## config.mk

```make
export PLATFORM = sky130hd
export DESIGN_NAME = j1b_ram_arbiter
export DESIGN_NICKNAME = d
export VERILOG_FILES = /design/src/rtl/j1b_ram_arbiter.sv
export SDC_FILE = /design/constraint.sdc
export NUM_CORES = 1
export LEC_CHECK = 0
export BUFFER_PORTS_ARGS = -buffer_cell sky130_fd_sc_hd__buf_2
export CORE_AREA = 4 4 92 94
export DETAILED_ROUTE_END_ITERATION = 12
export DIE_AREA = 0 0 96 98
export PLACE_DENSITY_LB_ADDON = 0.1
export SLEW_MARGIN = 40
export SYNTH_ARGS = -nofsm -noshare
export SYNTH_HDL_FRONTEND = slang
export SYNTH_SLANG_ARGS = --single-unit
```

## constraint.sdc

```tcl
create_clock -name clk -period 2.3 [get_ports clk]
set_input_delay 0.46 -clock clk [delete_from_list [all_inputs] [get_ports clk]]
set_output_delay 0.46 -clock clk [all_outputs]
set_load 0.05 [all_outputs]
```

## src/rtl/j1b_ram_arbiter.sv

```systemverilog
// Shares the j1b word RAM data port between the CPU (A) and the host loader (B).
// Round-robin arbitration with a bounded burst lock for B and read-return routing.
module j1b_ram_arbiter #(
   parameter int unsigned AW        = 13,
   parameter int unsigned DW        = 32,
   parameter int unsigned MAX_BURST = 16
) (
   input  logic          clk,
   input  logic          reset,
   input  logic          a_req,
   input  logic          a_we,
   input  logic [AW-1:0] a_addr,
   input  logic [DW-1:0] a_wdata,
   output logic          a_gnt,
   output logic          a_rvalid,
   output logic [DW-1:0] a_rdata,
   input  logic          b_req,
   input  logic          b_we,
   input  logic [AW-1:0] b_addr,
   input  logic [DW-1:0] b_wdata,
   input  logic          b_lock,
   output logic          b_gnt,
   output logic          b_rvalid,
   output logic [DW-1:0] b_rdata,
   output logic          ram_en,
   output logic          ram_we,
   output logic [AW-1:0] ram_addr,
   output logic [DW-1:0] ram_wdata,
   input  logic [DW-1:0] ram_rdata
);

   localparam int unsigned CW = $clog2(MAX_BURST + 1);

   typedef enum logic [1:0] {OWN_NONE, OWN_A, OWN_B} owner_t;
   typedef enum logic {SEL_A, SEL_B} sel_t;

   sel_t          last_gnt;
   logic          locked;
   logic [CW-1:0] burst_cnt;
   owner_t        rd_owner;

   logic          lock_hold;
   logic [CW-1:0] cnt_inc;

   // Grant decision: lock hold first, then single requester, then round-robin.
   always_comb begin
      lock_hold = locked && b_req && b_lock && (!a_req || (burst_cnt < CW'(MAX_BURST)));
      a_gnt     = 1'b0;
      b_gnt     = 1'b0;
      if (!reset) begin
         if (lock_hold) begin
            b_gnt = 1'b1;
         end else if (a_req && b_req) begin
            if (last_gnt == SEL_B) a_gnt = 1'b1;
            else                   b_gnt = 1'b1;
         end else if (a_req) begin
            a_gnt = 1'b1;
         end else if (b_req) begin
            b_gnt = 1'b1;
         end
      end
   end

   // RAM port mux; address/data default to A when idle (don't-care).
   always_comb begin
      ram_en    = a_gnt | b_gnt;
      ram_we    = 1'b0;
      ram_addr  = a_addr;
      ram_wdata = a_wdata;
      if (a_gnt) begin
         ram_we = a_we;
      end else if (b_gnt) begin
         ram_we    = b_we;
         ram_addr  = b_addr;
         ram_wdata = b_wdata;
      end
   end

   assign cnt_inc = (burst_cnt < CW'(MAX_BURST)) ? burst_cnt + CW'(1) : burst_cnt;

   // Arbitration history, burst lock and read-owner tracking.
   always_ff @(posedge clk or posedge reset) begin
      if (reset) begin
         last_gnt  <= SEL_B;
         locked    <= 1'b0;
         burst_cnt <= '0;
         rd_owner  <= OWN_NONE;
      end else begin
         if (a_gnt)      last_gnt <= SEL_A;
         else if (b_gnt) last_gnt <= SEL_B;

         // Reaching the limit with A waiting drops the lock so A wins next cycle.
         if (b_gnt && b_lock) begin
            if (a_req) begin
               if (cnt_inc == CW'(MAX_BURST)) begin
                  locked    <= 1'b0;
                  burst_cnt <= '0;
               end else begin
                  locked    <= 1'b1;
                  burst_cnt <= cnt_inc;
               end
            end else begin
               locked <= 1'b1;
            end
         end else begin
            locked    <= 1'b0;
            burst_cnt <= '0;
         end

         if (a_gnt && !a_we)      rd_owner <= OWN_A;
         else if (b_gnt && !b_we) rd_owner <= OWN_B;
         else                     rd_owner <= OWN_NONE;
      end
   end

   assign a_rvalid = (rd_owner == OWN_A);
   assign b_rvalid = (rd_owner == OWN_B);
   assign a_rdata  = ram_rdata;
   assign b_rdata  = ram_rdata;

endmodule

```

==> flow_summary.yaml <==
status:
  status: "finished clean"
power_and_ir_drop:
  p_switching_mw: 0.4714
  powerDensity_mw_per_mm2: 458.3
  power_frac_seq_pct: 16.9
  pwr-share-comb_pct: 65.0
  p_clk_share_pct: 18.2
  leakage_nw: 1.164
  ir_worst_vdd_mv: 0.1467
  p_int_mw: 0.5447
  p_total_mw: 1.016
  swShare_pct: 46.39
setup_path:
  path_class: "reg2out"
  cp_max_fo: 17
  start_kind: "register"
  cp.arrival_ns: 1.82
  cp.required_ns: 1.84
  end_kind: "primary output"
timing:
  finalHoldViolations: 0
  fmax_ghz: 0.4392
  setup_tns_ns: 0
  clock_skew_ns: 0.006008
  maxSlewViolCount: 0
  setup_viol_count_final: 0
  whs_ns: 0.2333
  timing.slew.headroom_pct: 73.53
  rsz0062_at_grt: "true"
  worst_slew_pin_slew_ns: 0.3970
  period_needed_ns: 2.277
  period_share_pct: 99.00
clocking:
  cts_root_buffer: "clkbuf_8"
  clkSlewWorstSetupHoldPaths_ns: 0.05
  cts_buffer_depth: 2
  ctsHoldBuffers: 0
  cts_tree: "yes"
  cts_htree_levels: 1
  clock_sinks: 9
  clk_latency_ns: 0.23
  cts_buffers: 3
drt:
  wire_per_inst_um: 15.89
  ant_nets: 0
  drcViolationCount: 0
  vias: 1446
  dr.pass1.iters: 4
  dr.first_iter.drc_count: 8
  routed_wl_um: 5688
  viasPerCell: 4.039
die:
  initial_core_util_pct: 20.78
  io_pins: 244
  dieArea_mm2: 0.009408
  core-area_mm2: 0.007647
  die_h_um: 98
  dieWidth_um: 96
  row_count: 32
placed_design:
  portBuffers: 147
  place_congestion: 0.7161
  hpwl_um: 4855
global_routing:
  grt_usage_pct: 10.53
  grt-ovfl-total: 0
  grt_max_degree: 18
  grt_pass1_vias: 1526
  use_met3_pct: 3.544
  antenna_found_initial: 0
  met2_usage_pct: 18.48
  grt_first_pass_wirelength_um: 7866
  grt.busiest_layer: "met2"
  grtUsageMet1_pct: 11.29
synthesis:
  syn-mean-instance-area_um2: 9.689
  synthTopCellsByArea: "buf_4, mux2_2, mux2_4"
  synth_top_area_share_pct: 30.24
  ys_types: 33
  yosys_warnings: 0
  synth_cells: 164
  synth_seq_area_share_pct: 14.25
  syn-num-nets: 294
  synth.largest_area_cell: "buf_4"
  syn-cell-area_mm2: 0.001589
  synth-seq-cells: 9
finish:
  antenna_cells: 0
  layout-drive-gt1-share_pct: 83.98
  area.growth.synth_to_final_pct: 39.53
  fin_nets: 387
flow_run:
  max_cap_viol_count: 0
worst_hold_path:
  hp-class: "in2async"
worst max-delay path, cell delays in order (launching register included):
cell	delay (ns)
dfstp_2	0.53
nand2_2	0.05
o21ai_2	0.20
inv_4	0.10
buf_16	0.18
mux2_4	0.30
clkbuf_4	0.21
cell usage after synthesis:
cell type / n
buf_4: 64
mux2_2: 28
mux2_4: 17
dfrtp_1: 8
nor2b_1: 5
a21oi_1: 3
buf_6: 3
inv_1: 3
nand2_1: 3
nor2_1: 3
o21ai_0: 3
and3b_1: 2
buf_2: 2
a2111oi_2: 1
a211oi_1: 1
a22o_1: 1
a41oi_1: 1
and4b_1: 1
dfstp_2: 1
ha_1: 1
inv_2: 1
nand2b_1: 1
nand3_1: 1
nand3b_1: 1
nand4_1: 1
o21ai_2: 1
o22ai_1: 1
or2_1: 1
or3_1: 1
or3b_2: 1
or4b_2: 1
xnor2_1: 1
xor2_1: 1
metrics by stage:
step	std cells	worst slack (ns)	cell area [µm²]	utilization, %
2_1_floorplan	164	-0.04144	1605	-
3_3_place_gp	350	0.06571	2002	26.18
3_5_place_dp	350	0.06734	2002	26.18
4_1_cts	355	0.01321	2086	27.27
5_1_grt	358	-0.04888	2217	28.99
6_report	358	0.02290	2217	28.99
cell usage in the layout, fill, tap and decap left out, drive strengths merged:
cell / instances
or3: 1
nand3b: 1
nor2: 3
a211oi: 1
dfstp: 1
or2: 1
or4b: 1
nor2b: 5
clkbuf: 6
nand3: 1
a41oi: 1
ha: 1
and4b: 1
o21ai: 4
dfrtp: 8
nand2b: 1
and3b: 2
nand4: 1
xnor2: 1
or3b: 1
nand2: 3
a2111oi: 1
a22o: 1
xor2: 1
buf: 155
o22ai: 1
mux2: 45
a21oi: 3
inv: 4
power groups by stage:
stage | sequential (mW) | clock [mW] | combinational, mW
after floorplan | 0.173 | 0 | 0.742
after global placement | 0.174 | 0 | 0.613
after detailed placement | 0.173 | 0 | 0.611
after CTS | 0.171 | 0.193 | 0.626
after global routing | 0.173 | 0.200 | 0.695
final | 0.172 | 0.185 | 0.660
timing repair:
item	4_1_cts	5_1_grt
gates cloned	1	1
setup endpoints to repair	30	47
buffers inserted	0	2
pin swaps	0	2
gates resized for setup	5	47
cell families (layout without fill, tap and decap cells):
logic type	Yosys count	in the layout	share of synthesized area, %
DFF	9	9	14.25
xor gates and xnor gates	2	2	1.103
and+or+nand+nor	22	22	8.663
buffers and inverters	73	165	33.94
adders and majority gates	1	1	0.7873
AOI/OAI and AO/OA	12	12	5.354
muxes	45	45	35.91
sequential cells by signal, indices dropped and copies added (netlist names):
register	cells
locked	1
last_gnt	1
rd_owner	2
burst_cnt	5
final timing paths:
path / from / endpoint / slack, ns / depth (start not counted)
worst max-delay path: last_gnt / ram_wdata[20] / 0.02 / 6
worst min-delay path: reset / burst_cnt[2] / 0.23 / 2
worst max register to register: burst_cnt[0] / burst_cnt[4] / 0.72 / 4
worst min register to register: last_gnt / last_gnt / 0.58 / 2
max in group asynchronous: reset / last_gnt / 1.77 / 2
min in group clk: b_we / rd_owner[1] / 0.41 / 2
per-layer routing:
metal  wire (µm)  vias up
li1            -      685
met1        2006      613
met2        2701      107
met3         774       41
met4         205        0
met5           0        -
cell type report:
class / count / area [µm²]
Clock buffer: 4 / 45.04
Fill cell: 826 / 5430
Inverter: 4 / 17.52
Multi-Input combinational cell: 82 / 847.1
Sequential cell: 9 / 226.5
Tap cell: 102 / 127.6
Timing Repair Buffer: 157 / 953.4
(Power assumes the default switching activity.)
